==> config.mk <==
export PLATFORM = sky130hd
export DESIGN_NAME = timekeeper_core
export DESIGN_NICKNAME = d
export VERILOG_FILES = /design/src/rtl/timekeeper_core.sv
export SDC_FILE = /design/constraint.sdc
export NUM_CORES = 1
export LEC_CHECK = 0
export ABC_AREA = 0
export CAP_MARGIN = 0
export CORE_UTILIZATION = 55
export CTS_BUF_LIST = sky130_fd_sc_hd__clkbuf_16
export CTS_CLUSTER_SIZE = 24
export DETAILED_ROUTE_END_ITERATION = 8
export PLACE_DENSITY = 0.8
export SYNTH_ARGS = -nofsm -noshare
export SYNTH_HDL_FRONTEND = slang
export SYNTH_SLANG_ARGS = --single-unit
==> constraint.sdc <==
create_clock -name clk -period 5.4 [get_ports clk]
set_input_delay 0.81 -clock clk [delete_from_list [all_inputs] [get_ports clk]]
set_output_delay 0.81 -clock clk [all_outputs]
set_load 0.005 [all_outputs]
==> src/rtl/timekeeper_core.sv <==
// timekeeper_core: HH:MM:SS time-of-day counter with prescaler, per-field edits,
// parallel load, run/hold, 12h/24h hour formatting and tick/midnight pulses.
module timekeeper_core #(
  parameter int unsigned CLK_HZ     = 100_000_000,
  parameter int unsigned PRE_W      = 27,
  parameter int unsigned EDIT_CARRY = 0
) (
  input  logic       clk,
  input  logic       reset,
  input  logic       run,
  input  logic       mode24,
  input  logic       up,
  input  logic       down,
  input  logic       clear,
  input  logic [2:0] cursor_pos,
  input  logic       load,
  input  logic [5:0] load_hour,
  input  logic [5:0] load_minute,
  input  logic [5:0] load_second,
  output logic [5:0] hour,
  output logic [5:0] minute,
  output logic [5:0] second,
  output logic       pm,
  output logic       sec_tick,
  output logic       midnight,
  output logic       load_err
);

  localparam logic [PRE_W-1:0] PRE_MAX   = PRE_W'(CLK_HZ - 1);
  localparam logic [5:0]       MS_MAX    = 6'd59;
  localparam logic [5:0]       HOUR_MAX  = 6'd23;
  localparam logic             CARRY_EN  = (EDIT_CARRY != 0);

  logic [PRE_W-1:0] pre_q, pre_d;
  logic [5:0]       sec_q, sec_d, min_q, min_d, hour_q, hour_d;
  logic             pend_q, pend_d;
  logic             sec_tick_q, sec_tick_d;
  logic             midnight_q, midnight_d;
  logic             load_err_q, load_err_d;

  logic tick_c, load_ok_c, edit_ok_c, cursor_onehot_c;

  // Next value of a field moving one step up or down with wrap.
  function automatic logic [5:0] step_val(input logic [5:0] v, input logic [5:0] vmax,
                                          input logic inc);
    if (inc) step_val = (v == vmax) ? 6'd0 : v + 6'd1;
    else     step_val = (v == 6'd0) ? vmax : v - 6'd1;
  endfunction

  // True when the step wraps the field (and would carry/borrow).
  function automatic logic step_wrap(input logic [5:0] v, input logic [5:0] vmax,
                                     input logic inc);
    step_wrap = inc ? (v == vmax) : (v == 6'd0);
  endfunction

  // Qualifiers for tick, load and edit.
  always_comb begin
    tick_c          = run && (pre_q == PRE_MAX);
    load_ok_c       = (load_hour <= HOUR_MAX) && (load_minute <= MS_MAX) &&
                      (load_second <= MS_MAX);
    cursor_onehot_c = (cursor_pos == 3'b001) || (cursor_pos == 3'b010) ||
                      (cursor_pos == 3'b100);
    edit_ok_c       = (up ^ down) && cursor_onehot_c;
  end

  // Next-state: clear > load > edit > tick, with one deferred tick behind an edit.
  always_comb begin
    pre_d      = pre_q;
    sec_d      = sec_q;
    min_d      = min_q;
    hour_d     = hour_q;
    pend_d     = pend_q;
    sec_tick_d = 1'b0;
    midnight_d = 1'b0;
    load_err_d = 1'b0;

    if (run) pre_d = (pre_q == PRE_MAX) ? '0 : pre_q + PRE_W'(1);

    if (clear) begin
      sec_d  = 6'd0;
      min_d  = 6'd0;
      hour_d = 6'd0;
      pre_d  = '0;
      pend_d = 1'b0;
    end else if (load) begin
      if (load_ok_c) begin
        sec_d  = load_second;
        min_d  = load_minute;
        hour_d = load_hour;
        pre_d  = '0;
        pend_d = 1'b0;
      end else begin
        load_err_d = 1'b1;
      end
    end else if (edit_ok_c) begin
      if (cursor_pos[0]) begin
        sec_d = step_val(sec_q, MS_MAX, up);
        if (CARRY_EN && step_wrap(sec_q, MS_MAX, up)) begin
          min_d = step_val(min_q, MS_MAX, up);
          if (step_wrap(min_q, MS_MAX, up)) hour_d = step_val(hour_q, HOUR_MAX, up);
        end
      end
      if (cursor_pos[1]) begin
        min_d = step_val(min_q, MS_MAX, up);
        if (CARRY_EN && step_wrap(min_q, MS_MAX, up)) hour_d = step_val(hour_q, HOUR_MAX, up);
      end
      if (cursor_pos[2]) hour_d = step_val(hour_q, HOUR_MAX, up);
      if (tick_c) pend_d = 1'b1;
    end else if (tick_c || pend_q) begin
      sec_d = step_val(sec_q, MS_MAX, 1'b1);
      if (sec_q == MS_MAX) begin
        min_d = step_val(min_q, MS_MAX, 1'b1);
        if (min_q == MS_MAX) hour_d = step_val(hour_q, HOUR_MAX, 1'b1);
      end
      sec_tick_d = 1'b1;
      midnight_d = (sec_q == MS_MAX) && (min_q == MS_MAX) && (hour_q == HOUR_MAX);
      // A fresh tick arriving while one is pending stays pending.
      pend_d     = tick_c && pend_q;
    end
  end

  // State registers.
  always_ff @(posedge clk or posedge reset) begin
    if (reset) begin
      pre_q      <= '0;
      sec_q      <= 6'd0;
      min_q      <= 6'd0;
      hour_q     <= 6'd0;
      pend_q     <= 1'b0;
      sec_tick_q <= 1'b0;
      midnight_q <= 1'b0;
      load_err_q <= 1'b0;
    end else begin
      pre_q      <= pre_d;
      sec_q      <= sec_d;
      min_q      <= min_d;
      hour_q     <= hour_d;
      pend_q     <= pend_d;
      sec_tick_q <= sec_tick_d;
      midnight_q <= midnight_d;
      load_err_q <= load_err_d;
    end
  end

  // Output formatting; hour is combinational from the true 0-23 hour.
  always_comb begin
    minute   = min_q;
    second   = sec_q;
    sec_tick = sec_tick_q;
    midnight = midnight_q;
    load_err = load_err_q;
    pm       = (hour_q >= 6'd12);
    if (mode24)              hour = hour_q;
    else if (hour_q == 6'd0) hour = 6'd12;
    else if (hour_q > 6'd12) hour = hour_q - 6'd12;
    else                     hour = hour_q;
  end

endmodule
==> qor.csv, run 1 <==
metric;value;unit
asr flop ratio synth;100;%
power density over the cells;259;nW/um^2
Leak;1.71;nW
most common cell after layout, fill and taps aside;nor2_1;
wire length per cell;16.3;um
area of the die;6830;um^2
Post-Syn Area;3580;um^2
CTS tree;built;
Syn Area/Cell;8.32;um^2
Hold Path Class;flip-flop to flip-flop;
peak supply drop;0.161;mV
count of final hold-check violations;0;
Main synth FF type;dfrtp_1;
largest net degree at the start of global routing;50;
IO buf count;50;
H-tree depth;2;
root buffer cell;clkbuf_16;
filler cell count in the final layout;551;
Slew HR;27.8;%
most frequent cells in the layout;nor2_1 (53), clkdlybuf4s50_1 (50), dfrtp_1 (49);
sw power;0.367;mW
max-slew violation count;0;
drt total wl;8.84;mm
core area;6310;um^2
Worst EP arrival;2.39;ns
hold_ws;0.549;ns
Initial DRT Pass Iterations;5;
Resize count post-CTS;0;
Yosys reg bits;49;
Flop pwr share;40.2;%
dpl ws;2.05;ns
Via Count;3358;
first-pass GRT wire length;14.6;mm
Design Power;1.10;mW
Antenna diodes;0;
Yosys top cell area share;34.3;%
CP endpoint kind;primary output;
RSZ-0062 raised after global routing;false;
cts hold-fix bufs;0;
placed cell count;536;
initial antenna violation count;0;
min Tclk post-route;3.20;ns
starting density of the core;56.7;%
area grow syn2layout;18.5;%
Residual DRC;0;
clock skew;0.00768;ns
Area contributors post-synth;dfrtp_1 (34%), nor2_1 (5.6%), xnor2_1 (5.1%);
overall routing resource usage;27.5;%
Design Area, Final;4240;um^2
post-route ant nets;0;
io pins;51;
number of post-CTS setup repair buffers;0;
Synth area leader;dfrtp_1;
Util after Layout;67.1;%
FMAX;313;MHz
period utilization;59.2;%
switching share of power;33.4;%
Post-synth EDFFs;0;
synth warn;0;
Finished Layout Cells;544;
clk_lat worst skew;0.29;ns
routability cong.;0.874;
total grt overflow;0;
Mapped Cells;430;
row cnt;29;
layout net count;508;
Pint;0.732;mW
vias per cell;6.17;
DRT iter0 DRCs;207;
CP Max Fanout;5;
syn nets;472;
clk slew on worst S/H paths;0.07;ns
Chip Width;82.6;um
Crit path required time;4.59;ns
Clock power frac;29.8;%
Crit Path Class;primary input to primary output;
Setup violations, final;0;
TritonCTS Buffers;5;
clk sink count;49;
detailed placement HPWL;6.24;mm
Slew @ Worst Pin;1.08;ns
maxcap violations;0;
clk buf depth;2;
Gate power share;29.9;%
Cell variety after synth;63;
Critical Path Start Type;primary input;
Final TNS setup;0;ns
placed cell area;4090;um^2
PnR worst setup slack;2.20;ns
chip height;82.6;um
layout cells sized above 1;6.85;%
status;completed;
vias in the first global route;3186;
part of the Yosys area used for sequential elements;34.3;%
## kinds of logic after synthesis
| logic type | synth area share (%) |
|---|---|
| flops | 34.3 |
| simple gates | 25.0 |
| xor+xnor | 8.08 |
| compound gates | 20.1 |
| mux | 3.01 |
| buf+inv | 4.69 |
| fa+ha+maj | 4.83 |
## synth_stat cells (6+ instances only)
library cell  number
a21oi_1           28
and3_1             7
clkbuf_1          16
dfrtp_1           49
ha_1              13
inv_1             18
mux2_2             6
nand2_1           39
nand3_1           21
nand4_1            6
nor2_1            53
nor3_1             9
o21ai_0           27
o31ai_1           10
or3_1             10
xnor2_1           21
xor2_1            12
## layer usage
| metal | vias to the layer above | track usage [%] | share of wire (%) |
|---|---|---|---|
| met5 | - | 0 | 0 |
| met4 | 0 | 8.97 | 1.5 |
| met3 | 22 | 4.07 | 5.2 |
| met2 | 111 | 43.9 | 49 |
| met1 | 1612 | 38.1 | 44 |
| li1 | 1613 | - | - |
## area by class of cell
type	instances	area (um^2)	share of cell area [%]
clock buffers	5	125	2.95
clock inverters	3	28.8	0.679
inverters	19	71.3	1.68
multi-input cells	340	2180	51.5
flip-flops and latches	49	1230	28.9
well taps	77	96.3	2.27
repair buffers	51	508	12.0
## worst max-delay path, cell delays in order
cell and delay (ns):
clkdlybuf4s50_1 0.47, a21oi_1 0.31, nor2_1 0.08, a211o_1 0.27, clkdlybuf4s50_1 0.44
## power by group through the flow
stage | Sequential (mW) | Combinational [mW] | Clock (mW)
2_1_floorplan | 0.419 | 0.221 | 0
3_5_place_dp | 0.447 | 0.325 | 0
5_1_grt | 0.447 | 0.366 | 0.347
6_report | 0.442 | 0.329 | 0.328
3_3_place_gp | 0.446 | 0.317 | 0
4_1_cts | 0.440 | 0.328 | 0.332
## final timing paths
kind                            from         to  slack [ns]  cells after the start
hold / removal             pre_q[26]  pre_q[26]        0.55                      2
hold reg to reg            pre_q[26]  pre_q[26]        0.55                      2
setup reg to reg           second[0]  hour_q[2]        2.69                      7
max in group asynchronous      reset  pre_q[18]        3.66                      2
min in group asynchronous      reset   pre_q[0]        1.09                      2
setup / recovery              mode24    hour[3]        2.20                      5
## state kept, by name, indices dropped and copies added (netlist names)
signal,count
pre_q,27
hour_q,6
minute,6
second,6
load_err,1
midnight,1
pend_q,1
sec_tick,1
Power figures use the tool's default switching activity.
==> run 2, diff against run 1 <==
- clock period: 5.4 -> 3.1 ns (I/O delays scaled with it)
==> qor.csv, run 2 (synthesis gave the netlist of run 1 again) <==
metric;value;unit
most frequent cells in the layout;nor2_1 (53), clkdlybuf4s50_1 (50), dfrtp_1 (49);
layout cells sized above 1;8.81;%
most common cell after layout, fill and taps aside;nor2_1;
area grow syn2layout;20.6;%
slowest cell on the critical path;clkdlybuf4s50_1;
Hold Path Class;primary input to async pin;
clk_lat worst skew;0.30;ns
Design Power;1.94;mW
FMAX;353;MHz
PnR worst setup slack;0.263;ns
max-slew violation count;0;
H-tree depth;2;
dpl ws;0.347;ns
cell family with most CP delay;buffers and inverters;
clock skew;0.0132;ns
detailed placement HPWL;6.40;mm
Crit Path Class;flip-flop to primary output;
Crit path buffers/inverters;2;
CP Max Fanout;7;
placed cell count;546;
core area;6310;um^2
register name with the most flops;pre_q;
number of post-CTS setup repair buffers;0;
sw power;0.656;mW
starting density of the core;56.7;%
Antenna diodes;0;
TritonCTS Buffers;5;
Setup violations, final;0;
Resize count post-CTS;0;
Finished Layout Cells;554;
min Tclk post-route;2.84;ns
CTS tree;built;
max reg flops;27;
RSZ-0062 raised after global routing;false;
clk sink count;49;
IO buf count;50;
count of final hold-check violations;0;
Final TNS setup;0;ns
CP endpoint kind;primary output;
post-route ant nets;0;
DRT iter0 DRCs;302;
Worst EP arrival;2.37;ns
Gate power share;30.0;%
total grt overflow;0;
Slew @ Worst Pin;0.804;ns
largest net degree at the start of global routing;38;
vias in the first global route;3138;
Initial DRT Pass Iterations;5;
Critical Path Start Type;flip-flop;
routability cong.;0.916;
Flop pwr share;39.6;%
Pint;1.28;mW
drt total wl;9.08;mm
Util after Layout;68.3;%
Crit path required time;2.63;ns
vias per cell;6.21;
first-pass GRT wire length;14.6;mm
worst path cell trace;inv_1 > ha_1 > nand2b_1 > a21oi_1 > nand2_1 > xnor2_1 > clkdlybuf4s50_1;
initial antenna violation count;0;
placed cell area;4160;um^2
row cnt;29;
chip height;82.6;um
layout net count;518;
area of the die;6830;um^2
switching share of power;33.8;%
cts hold-fix bufs;0;
status;completed;
period utilization;91.5;%
wire length per cell;16.4;um
power density over the cells;450;nW/um^2
maxcap violations;0;
Clock power frac;30.4;%
Residual DRC;0;
Design Area, Final;4310;um^2
overall routing resource usage;27.8;%
clk slew on worst S/H paths;0.07;ns
peak supply drop;0.277;mV
root buffer cell;clkbuf_16;
Chip Width;82.6;um
Via Count;3440;
Leak;1.76;nW
CP peak stage delay;0.52;ns
hold_ws;0.446;ns
clk buf depth;2;
io pins;51;
Slew HR;46.3;%
-- run 2: cell count changes in the layout (fill, tap and decap cells not counted), sizes merged --
cell,previous run,this run
buf,1,11
-- run 2: final cells by class --
type / instances / area, um^2
multi-input cells: 340 / 2180
clock inverters: 3 / 28.8
repair buffers: 61 / 583
inverters: 19 / 71.3
fillers: 527 / 2000
clock buffers: 5 / 125
flip-flops and latches: 49 / 1230
well taps: 77 / 96.3
-- run 2: final timing paths --
| kind | slack (ns) | start | to | depth (start not counted) |
|---|---|---|---|---|
| worst max-delay path | 0.26 | hour_q[0] | hour[5] | 7 |
| worst min-delay path | 0.45 | reset | hour_q[1] | 2 |
| worst max register to register | 0.85 | second[0] | hour_q[4] | 8 |
| worst min register to register | 0.55 | pre_q[6] | pre_q[6] | 2 |
| max in group asynchronous | 1.88 | reset | second[3] | 3 |
| min in group clk | 0.55 | pre_q[6] | pre_q[6] | 2 |
-- run 2: power by group through the flow --
stage | combinational, mW | sequential (mW) | clock [mW]
after floorplan | 0.386 | 0.731 | 0
after global placement | 0.565 | 0.777 | 0
after detailed placement | 0.572 | 0.778 | 0
after CTS | 0.579 | 0.766 | 0.595
after global routing | 0.648 | 0.778 | 0.619
final | 0.582 | 0.770 | 0.590
-- run 2: routing by layer --
metal	global-route usage, %	part of all wire [%]	up-vias
met5	0	0	-
met4	11.7	2.2	0
met3	4.95	6.7	25
met2	43.6	47	160
met1	37.5	44	1617
li1	-	-	1638
